### config.mk
export PLATFORM = sky130hd
export DESIGN_NAME = frame_buffer_writer
export DESIGN_NICKNAME = d
export VERILOG_FILES = /design/src/rtl/renderer_pkg.sv /design/src/rtl/fbw_lane_fifo.sv /design/src/rtl/frame_buffer_writer.sv
export SDC_FILE = /design/constraint.sdc
export NUM_CORES = 2
export LEC_CHECK = 0
export ABC_AREA = 1
export BUFFER_PORTS_ARGS = -buffer_cell sky130_fd_sc_hd__buf_2
export CORE_ASPECT_RATIO = 1.75
export CORE_MARGIN = 2
export CORE_UTILIZATION = 39
export DETAILED_ROUTE_END_ITERATION = 10
export MAX_ROUTING_LAYER = met4
export PLACE_DENSITY = 0.66
export SYNTH_ARGS = -nofsm -noshare
export SYNTH_HDL_FRONTEND = slang
export SYNTH_SLANG_ARGS = --single-unit
### constraint.sdc
create_clock -name clk -period 5.55 [get_ports clk]
set_input_delay 1.11 -clock clk [delete_from_list [all_inputs] [get_ports clk]]
set_output_delay 1.11 -clock clk [all_outputs]
set_load 0.005 [all_outputs]
### src/rtl/renderer_pkg.sv
// Shared renderer types and defaults: per-lane shaded pixel and frame-buffer write request.
package renderer_pkg;

  localparam int CORES_DEFAULT     = 4;
  localparam int FB_WIDTH_DEFAULT  = 320;
  localparam int FB_HEIGHT_DEFAULT = 240;
  localparam int SCREEN_COORD      = 10;
  localparam int MEM_ADDR_W        = 32;

  typedef struct packed {
    logic [SCREEN_COORD-1:0] x;
    logic [SCREEN_COORD-1:0] y;
    logic [7:0]              r;
    logic [7:0]              g;
    logic [7:0]              b;
  } shade_out_t;

  typedef struct packed {
    logic                  valid;
    logic [MEM_ADDR_W-1:0] addr;
    logic [31:0]           data;
    logic [3:0]            be;
  } mem_wr_req_t;

endpackage

### src/rtl/fbw_lane_fifo.sv
// Single-push/single-pop first-word-fall-through FIFO for one ray-core lane.
// A push while full is ignored, even if the same cycle pops.
module fbw_lane_fifo
  import renderer_pkg::*;
#(
  parameter int DEPTH = 8
) (
  input  logic       clk,
  input  logic       resetn,
  input  logic       i_push,
  input  shade_out_t i_data,
  input  logic       i_pop,
  output shade_out_t o_data,
  output logic       o_full,
  output logic       o_empty
);

  localparam int AW = (DEPTH > 1) ? $clog2(DEPTH) : 1;

  shade_out_t    r_mem [DEPTH];
  logic [AW:0]   r_wr_ptr;
  logic [AW:0]   r_rd_ptr;
  logic          w_push;
  logic          w_pop;

  // Extra pointer bit distinguishes full from empty when the indices match.
  assign o_empty = (r_wr_ptr == r_rd_ptr);
  assign o_full  = (r_wr_ptr[AW] != r_rd_ptr[AW]) && (r_wr_ptr[AW-1:0] == r_rd_ptr[AW-1:0]);
  assign w_push  = i_push && !o_full;
  assign w_pop   = i_pop && !o_empty;
  assign o_data  = r_mem[r_rd_ptr[AW-1:0]];

  always_ff @(posedge clk or negedge resetn) begin
    if (!resetn) begin
      r_wr_ptr <= {(AW+1){1'b0}};
      r_rd_ptr <= {(AW+1){1'b0}};
    end else begin
      if (w_push) begin
        r_wr_ptr <= r_wr_ptr + {{AW{1'b0}}, 1'b1};
      end else begin
        r_wr_ptr <= r_wr_ptr;
      end
      if (w_pop) begin
        r_rd_ptr <= r_rd_ptr + {{AW{1'b0}}, 1'b1};
      end else begin
        r_rd_ptr <= r_rd_ptr;
      end
    end
  end

  always_ff @(posedge clk) begin
    if (w_push) begin
      r_mem[r_wr_ptr[AW-1:0]] <= i_data;
    end else begin
      r_mem[r_wr_ptr[AW-1:0]] <= r_mem[r_wr_ptr[AW-1:0]];
    end
  end

endmodule

### src/rtl/frame_buffer_writer.sv
// Gathers shaded pixels from the ray-core lanes and issues one round-robin frame-buffer write per cycle.
// Optional macro FBW_DOUBLE_BUFFER_EN: flip selects buffer 1 at base FB_WIDTH*FB_HEIGHT.
module frame_buffer_writer
  import renderer_pkg::*;
#(
  parameter int CORES      = renderer_pkg::CORES_DEFAULT,
  parameter int FB_WIDTH   = renderer_pkg::FB_WIDTH_DEFAULT,
  parameter int FB_HEIGHT  = renderer_pkg::FB_HEIGHT_DEFAULT,
  parameter int FIFO_DEPTH = 8,
  parameter int ADDR_W     = renderer_pkg::MEM_ADDR_W
) (
  input  logic             clk,
  input  logic             resetn,
  input  logic [CORES-1:0] strobe,
  input  logic             flip,
  input  shade_out_t       data [CORES],
  output logic [7:0]       pixel_count,
  output logic             overflow,
  output mem_wr_req_t      mem_request
);

  localparam int PTR_W = (CORES > 1) ? $clog2(CORES) : 1;

  shade_out_t        w_head [CORES];
  logic [CORES-1:0]  w_empty;
  logic [CORES-1:0]  w_full;
  logic [CORES-1:0]  w_pop;
  logic              w_grant;
  logic [PTR_W-1:0]  w_gidx;
  shade_out_t        w_pix;
  logic              w_in_range;
  logic [ADDR_W-1:0] w_base;
  logic [ADDR_W-1:0] w_addr;

  logic [PTR_W-1:0]  r_rr_ptr;
  logic [7:0]        r_pixel_count;
  logic              r_overflow;
  logic              r_req_valid;
  logic [ADDR_W-1:0] r_req_addr;
  logic [31:0]       r_req_data;

  function automatic logic [PTR_W-1:0] rr_lane(input logic [PTR_W-1:0] base, input int offs);
    return PTR_W'((int'(base) + offs) % CORES);
  endfunction

  for (genvar i = 0; i < CORES; i++) begin : g_lane
    fbw_lane_fifo #(.DEPTH(FIFO_DEPTH)) u_fifo (
      .clk     (clk),
      .resetn  (resetn),
      .i_push  (strobe[i]),
      .i_data  (data[i]),
      .i_pop   (w_pop[i]),
      .o_data  (w_head[i]),
      .o_full  (w_full[i]),
      .o_empty (w_empty[i])
    );
    assign w_pop[i] = w_grant && (w_gidx == PTR_W'(i));
  end

  // Round-robin search starting at the pointer; first non-empty lane wins.
  always_comb begin
    w_grant = 1'b0;
    w_gidx  = {PTR_W{1'b0}};
    for (int k = 0; k < CORES; k++) begin
      if (!w_grant && !w_empty[rr_lane(r_rr_ptr, k)]) begin
        w_grant = 1'b1;
        w_gidx  = rr_lane(r_rr_ptr, k);
      end else begin
        w_gidx  = w_gidx;
      end
    end
  end

  assign w_pix      = w_head[w_gidx];
  assign w_in_range = (32'(w_pix.x) < 32'(FB_WIDTH)) && (32'(w_pix.y) < 32'(FB_HEIGHT));

`ifdef FBW_DOUBLE_BUFFER_EN
  assign w_base = flip ? ADDR_W'(FB_WIDTH * FB_HEIGHT) : {ADDR_W{1'b0}};
`else
  logic w_unused_flip;
  assign w_unused_flip = flip;
  assign w_base        = {ADDR_W{1'b0}};
`endif

  assign w_addr = ADDR_W'(32'(w_pix.y) * 32'(FB_WIDTH) + 32'(w_pix.x)) + w_base;

  // Counters, arbitration pointer and the write request register; addr/data hold when idle.
  always_ff @(posedge clk or negedge resetn) begin
    if (!resetn) begin
      r_rr_ptr      <= {PTR_W{1'b0}};
      r_pixel_count <= 8'd0;
      r_overflow    <= 1'b0;
      r_req_valid   <= 1'b0;
      r_req_addr    <= {ADDR_W{1'b0}};
      r_req_data    <= 32'd0;
    end else begin
      r_pixel_count <= 8'($countones(strobe));
      r_overflow    <= r_overflow | (|(strobe & w_full));
      r_req_valid   <= w_grant && w_in_range;
      if (w_grant) begin
        r_rr_ptr   <= rr_lane(w_gidx, 1);
        r_req_addr <= w_addr;
        r_req_data <= {8'h00, w_pix.r, w_pix.g, w_pix.b};
      end else begin
        r_rr_ptr   <= r_rr_ptr;
        r_req_addr <= r_req_addr;
        r_req_data <= r_req_data;
      end
    end
  end

  assign pixel_count       = r_pixel_count;
  assign overflow          = r_overflow;
  assign mem_request.valid = r_req_valid;
  assign mem_request.addr  = r_req_addr;
  assign mem_request.data  = r_req_data;
  assign mem_request.be    = 4'hF;

endmodule

After elaboration in Yosys (flattened, before gate mapping)
Memory sizes are Yosys's and may differ from the RTL's.
Index checks and enable logic that the tools add are counted.

word-level totals
  word-level logic and storage cells = 143
  RAM bits = 1408
  register bits = 95
  bits of input ports = 183
  memories = 4
  output and inout port bits = 78

operators by class
  reductions and logical operators = 40
  magnitude comparators = 7
  $mul = 1
  mux-type cells = 35
  equality and inequality tests = 19
  add/sub/neg operators = 16
  bitwise gates (word level) = 7

memory list
  name                    depth  width  rd ports  clocked after memory_dff  write ports  RTL line             text
  g_lane[0].u_fifo.r_mem  8      44     1         0                         1            fbw_lane_fifo.sv:20  shade_out_t r_mem [DEPTH];
  g_lane[1].u_fifo.r_mem  8      44     1         0                         1            fbw_lane_fifo.sv:20
  g_lane[2].u_fifo.r_mem  8      44     1         0                         1            fbw_lane_fifo.sv:20
  g_lane[3].u_fifo.r_mem  8      44     1         0                         1            fbw_lane_fifo.sv:20

operators by type and width
  operator                 number
  $mux W44                 6
  $bmux W44 S2             1
  $add A4 B1 Y4 const B    8
  $logic_and A1 B1 Y1      21
  $add A19 B10 Y20         1
  $mux W1                  20
  $eq A4 B4 Y1             4
  $logic_not A1 Y1         13
  $mul A10 B3 Y13 const B  1
  $eq A3 B3 Y1             4
  $lt A2 B3 Y1 const B     4
  $lt A10 B8 Y1 const B    1
  $lt A10 B9 Y1 const B    1
  $bmux W1 S2              4
  $mux W2                  4
  $reduce_and A2 Y1        4
  $or A1 B1 Y1             5
  $add A1 B1 Y2            2
  $add A2 B1 Y2 const B    2
  $add A2 B2 Y2 const B    2
  $and A4 B4 Y4            1
  $eq A2 B2 Y1 const B     2
  $ne A0 B0 Y1             4
  $ne A1 B1 Y1             4
  other kinds (6)          6

Longest topological paths before layout
  depth in word-level cells = 19
  mapped depth = 37
  depth with buffers taken out = 34

Hierarchy
A second synthesis with hierarchy kept.

unflattened totals
  cells, all modules = 5038
  area, all modules = 61326.3 um^2

by module, submodules not included
  module                                 sequential area each (um^2)  cells an instance  area each (um^2)  times used
  fbw_lane_fifo at g_lane[0].u_fifo ...  10770.3                      1081               14144.8           2
  fbw_lane_fifo at g_lane[2].u_fifo ...  10770.3                      1081               14118.5           2
  frame_buffer_writer                    1276.2                       714                4799.6            1

Worst setup path after synthesis
Ideal clock, no wire load.

  kind = input to register
  start point = input port strobe[3]
  end point = memory g_lane[3].u_fifo.r_mem[7][0] (netlist name) (enable)
  library setup time = 0.504 ns
  buffers on the path = 0
  slack = 0.576 ns
  arrival time = 4.470 ns
  required time = 5.046 ns
  stages on the path = 4
  cells stage by stage = nand2_1 inv_1 nand2_1 nor3_1

between the ends
  longest elaborated chain between the ends = 4
  elaborated cells on any way between the ends = 6
  those cells by class = mux (3); bitwise (1); reduce/logical (2)

RTL lines
  item                                                                       RTL line                                  text
  start: declaration                                                         frame_buffer_writer.sv:14                 input logic [CORES-1:0] strobe,
  $logic_and A1 B1 Y1 (*)                                                    fbw_lane_fifo.sv:29                       assign w_push = i_push && !o_full;
  $mux W1 (on tied branches)                                                 fbw_lane_fifo.sv:52, fbw_lane_fifo.sv:55
  $mux W1 (implied by the code) / $reduce_and A2 Y1 (equally long branches)  -
  $or A1 B1 Y1 (no line) (*)                                                 -
  end: declaration                                                           fbw_lane_fifo.sv:20

Every way passes the cells marked *; elsewhere a longest branch is shown, timed or not.

Worst setup path in the final report
  start point = register g_lane[3].u_fifo.r_rd_ptr[0]
  end point = register r_req_addr[18]

between the ends
  longest elaborated chain between the ends = 18
  elaborated cells on any way between the ends = 32
  those cells by class = add/sub (1); mul (1); eq/ne (1); mux (19); bitwise (1); reduce/logical (8); memory (1)

RTL lines
  item                                          RTL line                    text
  start: declaration                            fbw_lane_fifo.sv:22         logic [AW:0] r_rd_ptr;
  start signal: assignment                      fbw_lane_fifo.sv:36         r_rd_ptr <= {(AW+1){1'b0}};
  start signal: assignment                      fbw_lane_fifo.sv:44         r_rd_ptr <= r_rd_ptr + {{AW{1'b0}}, 1'b1};
  start signal: assignment                      fbw_lane_fifo.sv:46         r_rd_ptr <= r_rd_ptr;
  $eq A4 B4 Y1                                  fbw_lane_fifo.sv:27         assign o_empty = (r_wr_ptr == r_rd_ptr);
  $bmux W1 S2                                   frame_buffer_writer.sv:65   if (!w_grant && !w_empty[rr_lane(r_rr_ptr, k)]) begin
  $mux W1 (implied by the code)                 frame_buffer_writer.sv:65
  $logic_not A1 Y1                              frame_buffer_writer.sv:65
  $logic_and A1 B1 Y1                           frame_buffer_writer.sv:65
  $mux W1                                       frame_buffer_writer.sv:65
  $logic_not A1 Y1                              frame_buffer_writer.sv:65
  $logic_and A1 B1 Y1                           frame_buffer_writer.sv:65
  $mux W1                                       frame_buffer_writer.sv:65
  $logic_not A1 Y1                              frame_buffer_writer.sv:65
  $logic_and A1 B1 Y1                           frame_buffer_writer.sv:65
  $mux W2                                       frame_buffer_writer.sv:65
  $not A2 Y3 (implied by the code)              frame_buffer_writer.sv:74   assign w_pix = w_head[w_gidx];
  $bmux W44 S2                                  frame_buffer_writer.sv:74
  $mux W44 (implied by the code) (2 in series)  frame_buffer_writer.sv:74
  $mul A10 B3 Y13                               frame_buffer_writer.sv:85   assign w_addr = ADDR_W'(32'(w_pix.y) * 32'(FB_WIDTH) + 32'(w_pix.x)) + w_base;
  $add A19 B10 Y20                              frame_buffer_writer.sv:85
  end signal: assignment                        frame_buffer_writer.sv:94   r_req_addr <= {ADDR_W{1'b0}};
  end signal: assignment                        frame_buffer_writer.sv:102  r_req_addr <= w_addr;
  end signal: assignment                        frame_buffer_writer.sv:106  r_req_addr <= r_req_addr;
  end: declaration                              frame_buffer_writer.sv:39   logic [ADDR_W-1:0] r_req_addr;

Several ways; a longest one is shown, not always the timed one. The select of a mux whose other input is x is not followed.
A chain may end at the register's enable or synchronous reset.

==> reports/qor.yml <==
outcome: "finished clean"
design.die.area_sq_um: 156000
dpl_worst_slack_ns: 0.482
finalSetupViolations: 0
p_leak_uw: 0.0223
worstSetupStartpointType: "flip-flop"
wl_per_cell_um: 23.8
crit_top_cell: "nand2_1"
hp-class: "input pin to asynchronous set/reset pin"
crit_fanout: 29
vias_per_cell: 5.59
rsz0062_at_grt: "false"
synth_seq_cells: 1491
yosys.area_share.simple_pct: 7.84
period_minus_slack_ns: 5.01
crit_type: "flip-flop to flip-flop"
area_growth_pct: 13.1
grt_use_met1_pct: 24.6
drtPass1Iterations: 6
hold_buffers: 0
finalPower_uw: 43300
initial_core_util_pct: 39.2
dp_hpwl_mm: 99.4
synthAdderAreaFrac_pct: 0.795
synthTopCellsByArea: "edfxtp_1 (71%), o21ai_0 (6.7%), nor2_1 (4.6%)"
gp_congestion: 0.869
crit_arrival_ns: 5.72
cts_setup_buffers: 0
grt_pass1_wl_mm: 236
grtUsageMet2_pct: 34.2
switching_share_pct: 41.7
cts.repair.resized: 0
postLayoutSetupSlackWorst_ns: 0.535
drt-total-wl_mm: 162
layout-drive-gt1-share_pct: 12.8
die_y_um: 521
pwr-share-comb_pct: 44.1
htreeDepth: 4
power_frac_clock_pct: 21.2
synth_top_cell_area_share_pct: 71.1
place_inst: 6528
grt_overflow_total: 0
yosysTopAreaCell: "edfxtp_1"
syn_area_sq_um: 59500
cts_root_buf: "clkbuf_16"
p_switching_uw: 18000
fp-row-count: 189
grt_pass1_vias: 36200
fmax_mhz: 199
crit_required_ns: 6.26
avgSynthCellArea_sq_um: 13.2
use_met3_pct: 4.97
final_common_cell: "edfxtp_1"
die_x_um: 299
synth_compound_area_share_pct: 13.2
vdd_drop_max_mv: 0.713
grt_max_degree: 179
route.detailed.drc: 0
p_seq_share_pct: 34.7
portBuffers: 230
clockBufferDepth: 3
cts_num_sinks: 1491
min_period_over_period_pct: 90.4
setup_tns_ns: 0
ys_warn_count: 0
io_pins: 261
fin_skew_ns: 0.0298
p_int_uw: 25300
route.vias.total: 38100
cts_made_buffers: 139
max_stage_delay_ns: 0.51
syn_inst: 4504
synth_xor_area_share_pct: 0.543
slew_violations: 0
final_cells: 6802
hold_viol_final: 0
r2r_cells: 29
max-cap-violations: 0
clk_latency_ns: 0.79
layout_common_cells: "edfxtp_1 (1408), o21ai_0 (794), nor2_1 (698)"
fin_nets: 4883
grt.total_usage_pct: 21.0
top_usage_layer: "met2"
worst_slew_margin_rel_pct: 7.85
yosysUniqueCellTypes: 41
postRouteAntennaNets: 0
clk_pin_slew_ns: 0.06
drt_iter0_markers: 3914
cpMaxStageDelayCell: "dfrtp_4"
p_per_area_nw_per_um2: 643
tightestPinTransition_ns: 1.37
synthMuxAreaShare_pct: 0
worstSetupEndpointType: "flip-flop"
antenna_found_initial: 65
core_sq_um: 152000
cts_tree: "built"
ys_seq_area_share_pct: 74.6
synth_top_family_by_area: "compound AO/OA/AOI/OAI gates"
-- power by group through the flow --
stage	clock network (uW)	registers (uW)	logic (uW)
4_1_cts	9310	15000	19100
3_3_place_gp	0	15200	18600
5_1_grt	9730	15200	20900
2_1_floorplan	0	15100	12100
3_5_place_dp	0	15200	19000
6_report	9190	15000	19100
-- state kept, by name (all words and copies together), names as in the netlist --
| signal | flops |
|---|---|
| pixel_count | 3 |
| g_lane.u_fifo.r_wr_ptr | 16 |
| r_req_data | 24 |
| r_req_valid | 1 |
| overflow | 1 |
| r_req_addr | 20 |
| g_lane.u_fifo.r_rd_ptr | 16 |
| g_lane.u_fifo.r_mem | 1408 |
| r_rr_ptr | 2 |
-- synth_stat cells --
master,n
a21oi_1,43
a31oi_1,31
a32o_1,29
and2_0,2
buf_1,24
buf_12,1
buf_2,24
buf_4,42
buf_6,7
clkbuf_1,240
clkinv_1,1
conb_1,2
dfrtp_1,83
edfxtp_1,1408
fa_1,3
ha_1,33
inv_1,51
inv_2,22
inv_4,2
nand2_1,374
nand2_2,5
nand2_4,1
nand3_1,50
nand3_2,4
nand3b_1,1
nand4_1,9
nor2_1,728
nor2_2,6
nor2_4,1
nor3_1,5
nor4_1,4
o211ai_1,77
o211ai_2,2
o21ai_0,794
o21ai_1,32
o221ai_1,150
o22ai_1,174
or2_2,3
xnor2_1,6
xor2_1,29
xor2_2,1
-- metal layers --
| metal | vias up | wire [um] |
|---|---|---|
| met3 | 307 | 13400 |
| met4 | 0 | 8350 |
| met5 | - | 0 |
| met2 | 1517 | 79700 |
| li1 | 17100 | - |
| met1 | 19100 | 60800 |
-- final cells by class --
class / count / area, sq um
inverter: 76 / 303
sequential: 1491 / 44400
clock buffer: 167 / 3650
multi-input combinational: 2626 / 13700
tap: 2005 / 2510
timing repair buffer: 330 / 2030
clock inverter: 76 / 672
fill: 13300 / 84300
antenna: 31 / 77.6
-- worst max-delay path, delay by kind of cell (launching register included) --
kind,cells,cell delay [ns]
compound gates,2,0.52
fa+ha+maj,3,0.92
buf+inv,3,0.48
flops,1,0.51
simple gates,21,2.48
-- cells by family after synthesis --
family | after synthesis
and+or+nand+nor | 1193
adders and majority gates | 36
AOI/OAI and AO/OA | 1332
buffers and inverters | 414
other | 2
DFF | 1491
xor gates and xnor gates | 36
-- final timing paths --
check | from | to | slack, ns
max | g_lane[3].u_fifo.r_rd_ptr[0]$_DFFE_PN0P_ | r_req_addr[18]$_DFFE_PN0N_ | 0.54
min in group clk | r_req_addr[10]$_DFFE_PN0N_ | r_req_addr[10]$_DFFE_PN0N_ | 0.49
min | resetn | r_req_addr[14]$_DFFE_PN0N_ | 0.42
max reg2reg | g_lane[3].u_fifo.r_rd_ptr[0]$_DFFE_PN0P_ | r_req_addr[18]$_DFFE_PN0N_ | 0.54
max in group asynchronous | resetn | g_lane[1].u_fifo.r_rd_ptr[0]$_DFFE_PN0P_ | 4.09
min reg2reg | r_req_addr[10]$_DFFE_PN0N_ | r_req_addr[10]$_DFFE_PN0N_ | 0.49
-- stage by stage --
step / utilization, % / area [sq um] / hold slack, ns
3_5_place_dp: 41.5 / 62900 / 0.477
3_3_place_gp: 41.5 / 62900 / 0.460
4_1_cts: 44.3 / 67200 / 0.377
2_1_floorplan: - / 59600 / 0.463
6_report: 44.4 / 67300 / 0.422
5_1_grt: 44.4 / 67300 / 0.432
No activity file was read; power rests on OpenSTA's default activity.
